==> src/rtl/key_debounce_multi.sv <==
// key_debounce_multi: N-channel active-low key debouncer with press, release
// and long-press event pulses. Each channel has a 2-FF synchroniser and a
// 4-state FSM (REL/PDB/HELD/RDB) that is advanced by a shared sample tick.
// Optional feature macro KEY_REPEAT_EN: when defined, a held key emits a
// key_press pulse every REPEAT_TICKS ticks once key_long has fired.
module key_debounce_multi #(
  parameter int N_KEYS       = 2,
  parameter int TICK_DIV     = 50000,
  parameter int DEB_CNT      = 5,
  parameter int LONG_TICKS   = 1000,
  parameter int REPEAT_TICKS = 200
) (
  input  logic              clk,
  input  logic              rst_n,
  input  logic [N_KEYS-1:0] key,
  output logic [N_KEYS-1:0] key_out,
  output logic [N_KEYS-1:0] key_press,
  output logic [N_KEYS-1:0] key_release,
  output logic [N_KEYS-1:0] key_long
);

  localparam int DIV_W  = (TICK_DIV > 1) ? $clog2(TICK_DIV) : 1;
  localparam int DCNT_W = $clog2(DEB_CNT + 1);
  localparam int HCNT_W = $clog2(LONG_TICKS + 1);

  localparam logic [DIV_W-1:0]  DIV_LAST = DIV_W'(TICK_DIV - 1);
  localparam logic [DCNT_W-1:0] DEB_MAX  = DCNT_W'(DEB_CNT);
  localparam logic [HCNT_W-1:0] HOLD_MAX = HCNT_W'(LONG_TICKS);

`ifdef KEY_REPEAT_EN
  localparam int RCNT_W = $clog2(REPEAT_TICKS + 1);
  localparam logic [RCNT_W-1:0] REP_MAX = RCNT_W'(REPEAT_TICKS);
`endif

  typedef enum logic [1:0] {REL, PDB, HELD, RDB} state_t;

  logic [N_KEYS-1:0] sync1;
  logic [N_KEYS-1:0] ks;
  logic [DIV_W-1:0]  div_q;
  logic              tick;

  // Two-stage synchroniser; preset to released so reset never looks like a press
  always_ff @(posedge clk or negedge rst_n) begin
    if (!rst_n) begin
      sync1 <= '1;
      ks    <= '1;
    end else begin
      sync1 <= key;
      ks    <= sync1;
    end
  end

  // Shared prescaler generating the one-clk sample tick
  always_ff @(posedge clk or negedge rst_n) begin
    if (!rst_n) begin
      div_q <= '0;
    end else if (tick) begin
      div_q <= '0;
    end else begin
      div_q <= div_q + 1'b1;
    end
  end

  assign tick = (div_q == DIV_LAST);

  for (genvar i = 0; i < N_KEYS; i++) begin : g_ch
    state_t            state_q, state_d;
    logic [DCNT_W-1:0] dcnt_q, dcnt_d, dcnt_inc;
    logic [HCNT_W-1:0] hcnt_q, hcnt_d, hcnt_inc;
    logic              long_done;
    logic              press_d, release_d, long_d;
    logic              out_q, press_q, release_q, long_q;
`ifdef KEY_REPEAT_EN
    logic [RCNT_W-1:0] rcnt_q, rcnt_d, rcnt_inc;
    logic              rep_hit;

    assign rcnt_inc = rcnt_q + 1'b1;
    assign rep_hit  = (rcnt_inc == REP_MAX);
`endif

    assign dcnt_inc  = dcnt_q + 1'b1;
    assign hcnt_inc  = hcnt_q + 1'b1;
    assign long_done = (hcnt_q == HOLD_MAX);

    // State and counter register
    always_ff @(posedge clk or negedge rst_n) begin
      if (!rst_n) begin
        state_q <= REL;
        dcnt_q  <= '0;
        hcnt_q  <= '0;
`ifdef KEY_REPEAT_EN
        rcnt_q  <= '0;
`endif
      end else begin
        state_q <= state_d;
        dcnt_q  <= dcnt_d;
        hcnt_q  <= hcnt_d;
`ifdef KEY_REPEAT_EN
        rcnt_q  <= rcnt_d;
`endif
      end
    end

    // Next-state and counter update, evaluated only on the sample tick
    always_comb begin
      state_d = state_q;
      dcnt_d  = dcnt_q;
      hcnt_d  = hcnt_q;
`ifdef KEY_REPEAT_EN
      rcnt_d  = rcnt_q;
`endif
      if (tick) begin
        case (state_q)
          REL: begin
            if (!ks[i]) begin
              dcnt_d = DCNT_W'(1);
              if (DEB_CNT == 1) begin
                state_d = HELD;
                hcnt_d  = '0;
              end else begin
                state_d = PDB;
              end
            end
          end
          PDB: begin
            if (!ks[i]) begin
              dcnt_d = dcnt_inc;
              if (dcnt_inc == DEB_MAX) begin
                state_d = HELD;
                hcnt_d  = '0;
              end
            end else begin
              state_d = REL;
              dcnt_d  = '0;
            end
          end
          HELD: begin
            if (ks[i]) begin
              dcnt_d = DCNT_W'(1);
              if (DEB_CNT == 1) begin
                state_d = REL;
                hcnt_d  = '0;
`ifdef KEY_REPEAT_EN
                rcnt_d  = '0;
`endif
              end else begin
                state_d = RDB;
              end
            end else if (!long_done) begin
              hcnt_d = hcnt_inc;
            end else begin
`ifdef KEY_REPEAT_EN
              rcnt_d = rep_hit ? '0 : rcnt_inc;
`endif
            end
          end
          RDB: begin
            if (ks[i]) begin
              dcnt_d = dcnt_inc;
              if (dcnt_inc == DEB_MAX) begin
                state_d = REL;
                hcnt_d  = '0;
`ifdef KEY_REPEAT_EN
                rcnt_d  = '0;
`endif
              end
            end else begin
              state_d = HELD;
              dcnt_d  = '0;
            end
          end
          default: begin
            state_d = REL;
            dcnt_d  = '0;
          end
        endcase
      end
    end

    // Event decode: which pulse the current tick produces
    always_comb begin
      press_d   = 1'b0;
      release_d = 1'b0;
      long_d    = 1'b0;
      if (tick) begin
        case (state_q)
          REL:  press_d = !ks[i] && (DEB_CNT == 1);
          PDB:  press_d = !ks[i] && (dcnt_inc == DEB_MAX);
          HELD: begin
            if (ks[i]) begin
              release_d = (DEB_CNT == 1);
            end else begin
              long_d = !long_done && (hcnt_inc == HOLD_MAX);
`ifdef KEY_REPEAT_EN
              press_d = long_done && rep_hit;
`endif
            end
          end
          RDB:  release_d = ks[i] && (dcnt_inc == DEB_MAX);
          default: begin
            press_d = 1'b0;
          end
        endcase
      end
    end

    // Registered level and event pulses, one clk after the accepting tick
    always_ff @(posedge clk or negedge rst_n) begin
      if (!rst_n) begin
        out_q     <= 1'b1;
        press_q   <= 1'b0;
        release_q <= 1'b0;
        long_q    <= 1'b0;
      end else begin
        out_q     <= !((state_d == HELD) || (state_d == RDB));
        press_q   <= press_d;
        release_q <= release_d;
        long_q    <= long_d;
      end
    end

    assign key_out[i]     = out_q;
    assign key_press[i]   = press_q;
    assign key_release[i] = release_q;
    assign key_long[i]    = long_q;
  end

endmodule

==> config.mk <==
export PLATFORM = sky130hd
export DESIGN_NAME = key_debounce_multi
export DESIGN_NICKNAME = d
export VERILOG_FILES = /design/src/rtl/key_debounce_multi.sv
export SDC_FILE = /design/constraint.sdc
export NUM_CORES = 1
export LEC_CHECK = 0
export ABC_AREA = 1
export CAP_MARGIN = 20
export CORE_MARGIN = 5
export CORE_UTILIZATION = 40
export CTS_BUF_LIST = sky130_fd_sc_hd__clkbuf_8
export CTS_CLUSTER_DIAMETER = 80
export DETAILED_ROUTE_END_ITERATION = 16
export DONT_BUFFER_PORTS = 1
export GPL_ROUTABILITY_DRIVEN = 0
export MAX_ROUTING_LAYER = met4
export RECOVER_POWER = 50
export SETUP_SLACK_MARGIN = 0.4
export SLEW_MARGIN = 10
export SYNTH_ARGS = -nofsm -noshare
export SYNTH_HDL_FRONTEND = slang
export SYNTH_SLANG_ARGS = --single-unit
export TNS_END_PERCENT = 50
==> constraint.sdc <==
create_clock -name clk -period 1.5 [get_ports clk]
set_input_delay 0.3 -clock clk [delete_from_list [all_inputs] [get_ports clk]]
set_output_delay 0.3 -clock clk [all_outputs]
set_load 0.02 [all_outputs]
==> results of run 1 <==
-- metrics by stage --
| step | total power [mW] | TNS [ps] | std cells | hold WS [ps] | util [%] |
|---|---|---|---|---|---|
| 2_1_floorplan | 1.61 | 0 | 437 | 4.41 | - |
| 3_3_place_gp | 1.62 | -72.8 | 565 | 7.20 | 45.4 |
| 3_5_place_dp | 1.62 | -489 | 565 | 6.84 | 45.4 |
| 4_1_cts | 3.30 | -401 | 608 | -360 | 53.3 |
| 5_1_grt | 3.37 | -4820 | 619 | -372 | 57.2 |
| 6_report | 3.27 | -1100 | 619 | -349 | 57.2 |
-- area by class of cell --
| class | instances | area (um2) | share of cell area, % |
|---|---|---|---|
| clock buffer | 11 | 151 | 3.22 |
| clock inverter | 5 | 77.6 | 1.65 |
| inverter | 63 | 244 | 5.19 |
| multi-input combinational | 304 | 2000 | 42.6 |
| sequential | 58 | 1460 | 31.1 |
| tap | 105 | 131 | 2.80 |
| timing repair buffer | 73 | 634 | 13.5 |
-- path summary, 6_finish.rpt --
check	to	cells past startpoint	slack, ps	start
min in group clk	ks[0]	0	360	sync1[0]
min	g_ch[1].state_q[1]	0	-350	rst_n
max	g_ch[0].hcnt_q[0]	10	-90	g_ch[0].hcnt_q[0]
max in group asynchronous	ks[0]	0	1660	rst_n
max reg2reg	g_ch[0].hcnt_q[0]	10	-90	g_ch[0].hcnt_q[0]
min reg2reg	ks[0]	0	360	sync1[0]
-- power by group --
group	total (mW)	switching, mW	internal, mW
clock	1.68	0.657	1.02
combinational	0.0137	0.00808	0.00566
sequential	1.58	0.00490	1.57
-- flip-flops by register name (all words and copies together) (netlist names) --
signal	cells
g_ch.dcnt_q	6
g_ch.hcnt_q	20
g_ch.press_q	2
g_ch.long_q	2
g_ch.release_q	2
div_q	16
sync1	2
g_ch.out_q	2
ks	2
g_ch.state_q	4
-- timing repair --
action	in CTS	in global routing
hold endpoints to repair	60	58
gates resized for setup	56	55
pin swaps	36	38
cloned	0	1
setup endpoints to repair	55	61
setup buffers	25	10
-- synth_stat cells, drive strengths merged --
cell type,number
nand3,39
nand4,11
o31ai,1
nand2,135
dfrtp,52
xor2,11
inv,62
buf,13
clkinv,1
a2bb2oi,1
a21oi,4
o21ai,16
ha,11
nor2,58
nand3b,4
dfstp,6
nor2b,1
nor3,7
o21bai,2
o22ai,2
-- cells by family (layout without fill, tap and decap cells) --
family / count (synthesis) / after routing / synth area share [%]
fa+ha+maj: 11 / 11 / 4.09
simple gates: 255 / 256 / 34.6
xor+xnor: 11 / 11 / 2.87
flops: 58 / 58 / 43.4
compound gates: 26 / 26 / 5.06
buf+inv: 76 / 152 / 10.0
-- worst max-delay path, stage by stage (launching register included) --
cell	delay (ps)
dfrtp_1	430
inv_2	70
buf_4	130
buf_4	120
buf_4	120
buf_4	120
buf_4	120
buf_4	120
buf_4	120
nand2_1	80
nand2_2	60
-- metal layers --
layer  up-vias  part of all wire [%]  global-route usage, %
met3        10                   2.1                   3.93
met5         -                     0                      -
met2        22                    53                   28.0
met4         0                   1.2                   4.81
met1      1429                    44                   19.4
li1       1508                     -                      -
==> impl_metrics.csv, run 1 <==
group,metric,value,unit
run_status,status,"finished, violations left",
run_status,violations,"hold timing, setup timing",
route,initialDrtViolationCount,101,
clock_network,cts_hold_buffers,2,
setup_path,worstSetupPathType,"register to register",
setup_path,crit_required,1730,ps
power_and_ir_drop,p_per_area,696,nW/um2
die,die_x,102,um
route,routed_wl,7960,um
die,start_util,40.9,%
finish,n_fill_cell,705,
timing,layout_setup_ws,-86.9,ps
placed_design,hpwl,4890,um
die,die-height,102,um
yosys,synth_top_area_cell,"dfrtp_1",
timing,fin_crit,1590,ps
grt,grt_max_degree,59,
timing,rsz0062_at_grt,"true",
clock_network,clkTransAtPathRegs,70,ps
route,vias_per_cell,4.80,
min_path,hold_path.class,"input pin to async pin",
yosys,ys_seq_elements,58,
finish,layout.cells.most_common,"nand2_1",
power_and_ir_drop,leakage,2.31,nW
timing,tightest_slew,359,ps
setup_path,crit_fanout,4,
setup_path,start_kind,"register",
route,antenna_left,0,
finish,area_growth,39.8,%
route,drc_errors,0,
clock_network,cts_tree,"done",
grt,grt_pass1_vias,2947,
die,fp.coreArea,8220,um2
clock_network,htree_levels,3,
flow_run,cap_viol_max_count,0,
finish,antenna_cells,0,
yosys,syn_area,3360,um2
clock_network,cts_buffers,9,
clock_network,clock_latency,340,ps
timing,slew_headroom,75.9,%
grt,grt_pass1_wl,13100,um
timing,hold_slack,-349,ps
timing,drv_slew,0,
setup_path,critPathArrivalTime,1820,ps
yosys,syn_avg_cell_area,7.69,um2
route,num_vias,2969,
clock_network,cts_num_sinks,58,
yosys,ys_types,31,
die,rows,33,
yosys,syn_inst,437,
finish,stdcell_area,4700,um2
clock_network,cts.path.max_buffers,2,
finish,final_cell_mix,"nand2_1 (104), inv_1 (56), buf_4 (55), dfrtp_1 (51), nor2_1 (35)",
die,die-area,10300,um2
timing,fmax,630,MHz
yosys,synthTopCellsByArea,"dfrtp_1 (39%), nand2_1 (15%), inv_1 (6.5%), nand3_1 (5.5%), nor2_1 (5.2%)",
power_and_ir_drop,ir_drop,343,uV
grt,grt-ovfl-total,0,
route,dr.pass1.iters,5,
die,io_pins,12,
placed_design,place_area,3730,um2
yosys,ys_seq_area_share,43.4,%
clock_network,root_buffer,"clkbuf_8",
yosys,synth_nets,452,
setup_path,worstSetupEndpointType,"register",
finish,drive_above_1_share,38.9,%
route,wl_per_cell,12.9,um
placed_design,numPortBuffers,0,
placed_design,post-place-ws,-137,ps
grt,grt_use_total,16.5,%
timing,setup_viol,27,
timing,fin_crit_sh,106,%
timing,hold_violations,58,
yosys,ys_warn_count,0,
timing,skew,5.81,ps
grt,antenna_found_initial,0,
finish,fin_nets,524,
yosys,synth_top_area_share,38.7,%
Power figures use the tool's default switching activity.
==> inputs of run 2 (changes only) <==
==> constraint.sdc (replaced) <==
create_clock -name clk -period 1.5 [get_ports clk]
set_input_delay 0.3 -clock clk [delete_from_list [all_inputs] [get_ports clk]]
set_output_delay 0.3 -clock clk [all_outputs]
set_load 0.005 [all_outputs]
==> run 2 against run 1 <==
Against the previous run:
- the run still ends with hold timing, setup timing left
- die area is the same
- flip-flop and latch count is the same
- clock skew shrank 0.77 ps
- non-clock buffer count is the same
- first-iteration DRC count shrank 3.0%
- power is essentially flat
- fmax is essentially flat
- core utilization is essentially flat
- final area is essentially flat
- global-route usage is the same
- register-to-register slack is essentially flat
- highest routed layer unchanged
==> impl_metrics.csv, run 2 (synthesis results as in run 1) <==
group,metric,value,unit
clock_network,cts_buffers,9,
grt,grt-ovfl-total,0,
setup_path,cp_cell_sequence,"ha_4 > nand3_4 > nor2_4 > nand2_4 > buf_12 > nor2_8 > nand2_8 > nand3_2 > nand2_2",
grt,grt_max_degree,59,
setup_path,r2r_slack,-90,ps
timing,fin_setup_tns,-1170,ps
clock_network,root_buffer,"clkbuf_8",
route,antenna_left,0,
grt,grt_pass1_vias,2947,
clock_network,clkTransAtPathRegs,70,ps
die,start_util,40.9,%
setup_path,crit_fanout,5,
grt,grt_pass1_wl,13100,um
die,die-area,10300,um2
timing,tightest_slew,355,ps
route,drc_errors,0,
setup_path,slowest_delay,410,ps
clock_network,cts_tree,"done",
finish,stdcell_area,4700,um2
placed_design,post-place-ws,-137,ps
setup_path,worstSetupEndpointType,"register",
timing,hold_slack,-347,ps
route,vias_per_cell,4.80,
route,routed_wl,7940,um
finish,regArea,1460,um2
grt,antenna_found_initial,0,
die,die-height,102,um
setup_path,critical-path-top-delay-family,"simple AND/OR/NAND/NOR gates",
route,dr.pass1.iters,4,
power_and_ir_drop,ir_drop,343,uV
placed_design,hpwl,4890,um
route,num_vias,2970,
timing,drv_slew,0,
finish,drive_above_1_share,38.7,%
die,io_pins,12,
run_status,violations,"hold timing, setup timing",
setup_path,worstSetupPathType,"register to register",
finish,area_growth,39.7,%
setup_path,start_kind,"register",
route,initialDrtViolationCount,98,
placed_design,place_area,3730,um2
placed_design,dp_cells,565,
die,fp.coreArea,8220,um2
timing,hold_violations,58,
clock_network,cts.path.max_buffers,2,
setup_path,rr_worst_depth,9,
timing,slew_headroom,76.2,%
clock_network,clock_latency,340,ps
power_and_ir_drop,leakage,2.31,nW
clock_network,htree_levels,3,
timing,skew,5.04,ps
timing,fmax,630,MHz
grt,grt_use_total,16.5,%
run_status,status,"finished, violations left",
finish,multi_input_area,2000,um2
finish,final_cell_mix,"nand2_1 (104), inv_1 (56), buf_4 (55), dfrtp_1 (51), nor2_1 (35)",
timing,fin_crit,1590,ps
timing,layout_setup_ws,-87.7,ps
power_and_ir_drop,switching_share,20.4,%
timing,rsz0062_at_grt,"true",
power_and_ir_drop,power_switching,0.667,mW
clock_network,cts_num_sinks,58,
placed_design,numPortBuffers,0,
route,wl_per_cell,12.8,um
power_and_ir_drop,pwr-share-clk,51.3,%
clock_network,cts_hold_buffers,2,
finish,regMostFlops,"g_ch.hcnt_q",
setup_path,cpMaxStageDelayCell,"dfrtp_1",
finish,layout.cells.most_common,"nand2_1",
power_and_ir_drop,p_int,2.60,mW
power_and_ir_drop,p_per_area,696,nW/um2
die,rows,33,
setup_path,crit_required,1730,ps
timing,setup_viol,28,
die,die_x,102,um
finish,fin_nets,524,
power_and_ir_drop,sequentialPowerShare,48.3,%
finish,fin_cells,619,
finish,n_fill_cell,707,
setup_path,reg2reg_to,"g_ch[0].hcnt_q[0]",
power_and_ir_drop,p_comb_share,0.4,%
setup_path,reg2reg_from,"div_q[0]",
setup_path,crit_buf_inv,1,
min_path,hold_path.class,"input pin to async pin",
timing,fin_crit_sh,106,%
flow_run,cap_viol_max_count,0,
finish,antenna_cells,0,
finish,largest_reg_flops,20,
finish,top_regs,"g_ch.hcnt_q (20), div_q (16), g_ch.dcnt_q (6)",
setup_path,critPathArrivalTime,1820,ps
==> run 2: cell count changes in the layout (fill, tap and decap cells not counted) <==
| cell | change |
|---|---|
| a21oi_1 | +1 |
| a21oi_2 | -1 |
==> run 2: worst register-to-register path: stages (launching register included) <==
cell and delay, ps:
dfrtp_1 410, ha_4 180, nand3_4 90, nor2_4 140, nand2_4 110, buf_12 150
nor2_8 150, nand2_8 100, nand3_2 100, nand2_2 50
==> run 2: per-layer routing <==
metal	GRT usage, %	share of wire (%)
met5	-	0
met4	4.81	1.2
met3	3.93	2.3
met1	19.4	44
met2	28.0	53
==> run 2: final cells by class <==
| cell class | instances | share of cell area (%) |
|---|---|---|
| clock buffer | 11 | 3.22 |
| clock inverter | 5 | 1.65 |
| inverter | 63 | 5.20 |
| multi-input combinational | 304 | 42.5 |
| sequential | 58 | 31.1 |
| tap | 105 | 2.80 |
| timing repair buffer | 73 | 13.5 |
==> run 2: through the flow <==
step / power, mW / util (%)
global route: 3.37 / 57.1
CTS: 3.30 / 53.3
floorplan: 1.61 / -
detailed placement: 1.62 / 45.4
global placement: 1.62 / 45.4
finish: 3.27 / 57.1
==> run 2: worst max path at each step <==
stage	startpoint	end	slack (ps)	depth (start not counted)
3_3_place_gp	g_ch[1].hcnt_q[0]	g_ch[1].long_q	-70	9
2_1_floorplan	g_ch[1].dcnt_q[1]	g_ch[1].hcnt_q[0]	50	8
3_5_place_dp	g_ch[1].hcnt_q[0]	g_ch[1].long_q	-140	9
6_report	div_q[0]	g_ch[0].hcnt_q[0]	-90	9
4_1_cts	div_q[10]	g_ch[0].hcnt_q[0]	-40	9
5_1_grt	div_q[0]	g_ch[0].hcnt_q[0]	-190	9
==> run 2: repair_timing <==
| item | CTS | global route |
|---|---|---|
| gates resized for setup | 56 | 54 |
| endpoints found under the setup margin | 55 | 55 |
| endpoints found under the hold margin | 60 | 58 |
| setup buffers | 25 | 10 |
| pin swaps | 36 | 38 |
| cloned | 0 | 1 |
==> run 2: power by group through the flow <==
stage                     logic, mW  registers, mW  clock network [mW]
after floorplan             0.00726           1.61                   0
after global placement      0.00774           1.61                   0
after detailed placement    0.00789           1.61                   0
after CTS                    0.0128           1.58                1.71
after global routing         0.0155           1.58                1.77
final                        0.0137           1.58                1.67
==> patch 1: new RTL, settings of run 1 <==
Put one more register stage on the output `key_long`. The value now appears one clock later. The other outputs are not delayed to match.
--- a/src/rtl/key_debounce_multi.sv
+++ b/src/rtl/key_debounce_multi.sv
@@ -34,6 +34,8 @@
 
   typedef enum logic [1:0] {REL, PDB, HELD, RDB} state_t;
 
+  logic [N_KEYS-1:0] key_long_d;
+
   logic [N_KEYS-1:0] sync1;
   logic [N_KEYS-1:0] ks;
   logic [DIV_W-1:0]  div_q;
@@ -222,7 +224,11 @@
     assign key_out[i]     = out_q;
     assign key_press[i]   = press_q;
     assign key_release[i] = release_q;
-    assign key_long[i]    = long_q;
+    assign key_long_d[i]    = long_q;
+  end
+
+  always_ff @(posedge clk) begin
+    key_long <= key_long_d;
   end
 
 endmodule
Check against the original RTL: same outputs for any inputs over 10 cycles, from zero or initial values and one cycle with rst_n low; that may be too few to reach the edited logic, so the function may still have changed.
==> patch 1 against run 1 <==
- the flow still finishes with violations (hold timing, setup timing)
- global-route usage fell by 0.76 points
- synthesized area rose by 0.52%
- worst setup slack improved by 0.039 ns
- fmax rose by 2.5%
- sequential cell count rose by 2
- power fell by 3.7%
- clock power fell by 11%
- sequential share of layout area rose by 4.0 points
- routed wire length fell by 5.4%
- design area fell by 8.3%
- critical path type unchanged
- critical endpoint is now g_ch[1].hcnt_q[0]
- largest power group is now registers
==> patch 1: results (changes against run 1) <==
status: "complete, but fails checks"
violations: "hold timing, setup timing"
yosys_warnings: 0  # unchanged
io_buffers: 0  # unchanged
path_max_fanout: 7  # +3
synth-seq-area-share_pct: 44.35  # +0.96 points
grt_pass1_wl_mm: 12.56  # -4.0%
ff2ff_path_depth: 8  # -2
p_int_mw: 2.444  # -6.0%
drive_above_1_share_pct: 32.65  # -6.3 points
worstSkewPairLatency_ns: 0.34  # about the same
dp_hpwl_mm: 4.877  # -0.20%
cts_hold_buf: 2  # unchanged
async_flop_share_pct: 96.67  # -3.3 points
cts_root_buffer: "clkbuf_8"
cp.arrival_ns: 1.77  # -0.05 ns
numCtsBuffers: 9  # unchanged
grt_max_degree: 59  # unchanged
firstDrtPassIters: 5  # unchanged
antenna_cells: 0  # unchanged
via_count: 2875  # -3.2%
drtIter0Drc: 100  # -0.99%
grt_antenna_before_repair: 0  # unchanged
grt_pass1_vias: 2798  # -5.1%
min_path_type: "in2async"
avgRoutedWirePerCell_um: 12.72  # -1.0%
syn-num-nets: 453  # +0.22%
ir_drop_mv: 0.4338  # +27%
layout.nets: 497  # -5.2%
synth_common_cells: "128 x nand2_1, 59 x inv_1, 52 x dfrtp_1"
finalSetupViolations: 16  # -41%
final_cells: 592  # -4.4%
hold_violations: 58  # unchanged
skew_ns: 0.007829  # +0.002018 ns
p_leak_nw: 2.086  # -9.9%
hold-worst-slack_ns: -0.3537  # -0.005069 ns
clkTransAtPathRegs_ns: 0.07  # about the same
synth-main-ff-cell: "dfrtp_1"
synth.area.top_cells: "dfrtp_1 39%, nand2_1 14%, inv_1 6.6%"
place_inst: 564  # -0.18%
cts_htree_levels: 3  # unchanged
clk_path_buf_depth: 2  # unchanged
tightest_slew_ns: 0.2886  # -0.07017 ns
synth_cells: 438  # +0.23%
reg_top3: "g_ch.hcnt_q: 20 flops, div_q: 16 flops, g_ch.dcnt_q: 6 flops"
setup_slack_ns: -0.04757  # +0.03933 ns
grt_use_total_pct: 15.71  # -0.76 points
synthDistinctLibCells: 33  # +6.5%
patch 1: layer usage:
metal	up-vias	global-route usage (%)	share of wire (%)
met5	-	-	0
met4	0	6.155	1.5
met3	12	4.437	4.1
met2	57	23.89	48
met1	1349	19.86	46
li1	1457	-	-
patch 1: cell families after synthesis:
family / synth area share (%)
AOI/OAI and AO/OA: 5.183
and+or+nand+nor: 33.84
DFF: 44.35
xor gates and xnor gates: 2.851
buffers and inverters: 9.700
adders and majority gates: 4.073
patch 1: what timing repair did:
item	4_1_cts	5_1_grt
gates cloned	1	2
setup buffers	2	5
endpoints found under the setup margin	58	61
hold endpoints to repair	60	58
resized for setup	17	69
pin swaps	2	29
patch 1: worst paths after layout:
path / start / end
worst min register to register: sync1[0] / ks[0]
worst min-delay path: rst_n / g_ch[1].hcnt_q[6]
min in group clk: sync1[0] / ks[0]
max in group asynchronous: rst_n / sync1[0]
worst max register to register: div_q[1] / g_ch[1].hcnt_q[0]
worst max-delay path: div_q[1] / g_ch[1].hcnt_q[0]
patch 1: worst max-delay path: stages (launching register included):
cell and delay, ns:
dfrtp_1 0.39, ha_4 0.16, nand3_2 0.10, nor2_4 0.14, nand2_4 0.13, nor2_4 0.20
nand2_4 0.15, nand2_2 0.08, nand2_1 0.05
patch 1: per-stage QoR:
stage / setup TNS, ns / hold WS, ns / area (sq um) / power (mW) / setup WS [ns]
2_1_floorplan: 0 / 0.004409 / 3402 / 1.667 / 0.005824
3_3_place_gp: -0.2387 / 0.006695 / 3691 / 1.669 / -0.02334
3_5_place_dp: -1.304 / 0.006482 / 3691 / 1.669 / -0.06552
4_1_cts: 0 / -0.3725 / 4011 / 3.188 / 0.008500
5_1_grt: -2.804 / -0.3824 / 4308 / 3.260 / -0.1543
6_report: -0.3383 / -0.3537 / 4308 / 3.148 / -0.04757
patch 1: cell type report:
type | instances | area, sq um
fillers | 738 | 3909
multi-input cells | 307 | 1884
flip-flops and latches | 60 | 1509
repair buffers | 42 | 344.1
inverters | 62 | 237.7
clock buffers | 10 | 137.6
well taps | 105 | 131.4
clock inverters | 6 | 63.81
patch 1: power by group through the flow:
stage | Combinational, mW | Clock (mW) | Sequential, mW
after floorplan | 0.00612 | 0 | 1.66
after global placement | 0.00678 | 0 | 1.66
after detailed placement | 0.00679 | 0 | 1.66
after CTS | 0.0114 | 1.55 | 1.63
after global routing | 0.0144 | 1.61 | 1.63
final | 0.0132 | 1.50 | 1.63
==> patch 2: new RTL, settings of run 1 <==
Made on the original files. Set the parameter `DEB_CNT` to 10 (it was 5).
--- a/src/rtl/key_debounce_multi.sv
+++ b/src/rtl/key_debounce_multi.sv
@@ -6,7 +6,7 @@
 module key_debounce_multi #(
   parameter int N_KEYS       = 2,
   parameter int TICK_DIV     = 50000,
-  parameter int DEB_CNT      = 5,
+  parameter int DEB_CNT      = 10,
   parameter int LONG_TICKS   = 1000,
   parameter int REPEAT_TICKS = 200
 ) (
Function: same outputs for any inputs over 10 cycles, from zero or initial values and one cycle with rst_n low; that may be too few to reach the edited logic, so the function may still have changed.
==> patch 2 against run 1 <==
- the flow still finishes with violations (hold timing, setup timing)
- design area grew 1.3%
- worst setup slack better by 0.015 ns
- fmax up 0.93%
- synthesized area is 3.6% higher
- routed wire length is 0.33% lower
- count of clock-buffer cells in the layout decreased by 2
- sequential share of layout area grew 0.76 points
- sequential cell count is 2 higher
- power is 6.4% higher
- sequential power is 3% higher
- clock skew rose by 0.0019 ns
- critical path type unchanged
==> patch 2: results (changes against run 1) <==
synth-seq-area-share_pct: 43.33  # -0.060 points
worst_path_max_delay_cell: "dfstp_2"
synth.area.top_cells: "dfrtp_1 39%, nand2_1 13%, inv_1 6.4%"
p_leak_nw: 2.297  # -0.78%
dp_hpwl_mm: 4.919  # +0.65%
max_stage_delay_ns: 0.60  # +0.17 ns
p_switching_mw: 0.7304  # +9.0%
status: "complete, but fails checks"
ff2ff_path_depth: 6  # -4
via_count: 3023  # +1.8%
synthDistinctLibCells: 38  # +23%
wl_mm: 7.934  # -0.33%
grt_use_total_pct: 15.90  # -0.57 points
hold-worst-slack_ns: -0.3574  # -0.008837 ns
place_inst: 584  # +3.4%
grt_pass1_vias: 2890  # -1.9%
skew_ns: 0.007687  # +0.001876 ns
reg_top3: "g_ch.hcnt_q: 20 flops, div_q: 16 flops, g_ch.dcnt_q: 8 flops"
grt_max_degree: 61  # +3.4%
violations: "hold timing, setup timing"
setup_slack_ns: -0.07225  # +0.01465 ns
firstDrtPassIters: 4  # -1
layout.nets: 526  # +0.38%
hold_violations: 60  # +3.4%
cp-endpoint: "g_ch[0].hcnt_q[9]"
finalSetupViolations: 22  # -19%
-- patch 2: per-stage QoR --
step	area, sq um	worst slack [ns]	TNS [ns]
CTS	4566	-0.06370	-0.9967
floorplan	3552	0.05643	0
finish	4761	-0.07225	-1.082
global placement	3941	-0.07646	-0.7327
global route	4761	-0.1762	-4.130
detailed placement	3941	-0.1068	-1.402
-- patch 2: power groups by stage --
| stage | Combinational (mW) | Sequential, mW | Clock (mW) |
|---|---|---|---|
| 2_1_floorplan | 0.00892 | 1.66 | 0 |
| 3_3_place_gp | 0.0103 | 1.66 | 0 |
| 3_5_place_dp | 0.0103 | 1.66 | 0 |
| 4_1_cts | 0.0176 | 1.63 | 1.87 |
| 5_1_grt | 0.0205 | 1.63 | 1.93 |
| 6_report | 0.0188 | 1.63 | 1.83 |
-- patch 2: layer usage --
metal / global-route usage [%] / vias up / wire length (um)
met5: - / - / 0
met4: 6.873 / 0 / 186
met3: 3.890 / 16 / 216
met2: 26.54 / 46 / 4180
met1: 18.16 / 1431 / 3352
li1: - / 1530 / -
-- patch 2: cell families after synthesis --
kind of cell    share of synthesized area [%]
flops                                   43.33
compound gates                          7.402
simple gates                            30.33
buf+inv                                 10.42
xor+xnor                                4.276
fa+ha+maj                               3.953
mux                                    0.2875
-- patch 2: area by class of cell --
cell class	count	area, sq um	share of cell area (%)
multi-input combinational	304	1994	41.89
tap	108	135.1	2.838
clock buffer	9	123.9	2.602
clock inverter	7	125.1	2.628
inverter	65	259.0	5.440
timing repair buffer	71	608.1	12.77
sequential	60	1515	31.83
-- patch 2: repair_timing --
action	in CTS	in global routing
pin swaps	17	20
hold endpoints to repair	62	60
resized for setup	44	45
gates cloned	2	0
setup endpoints to repair	63	63
setup buffers	17	3
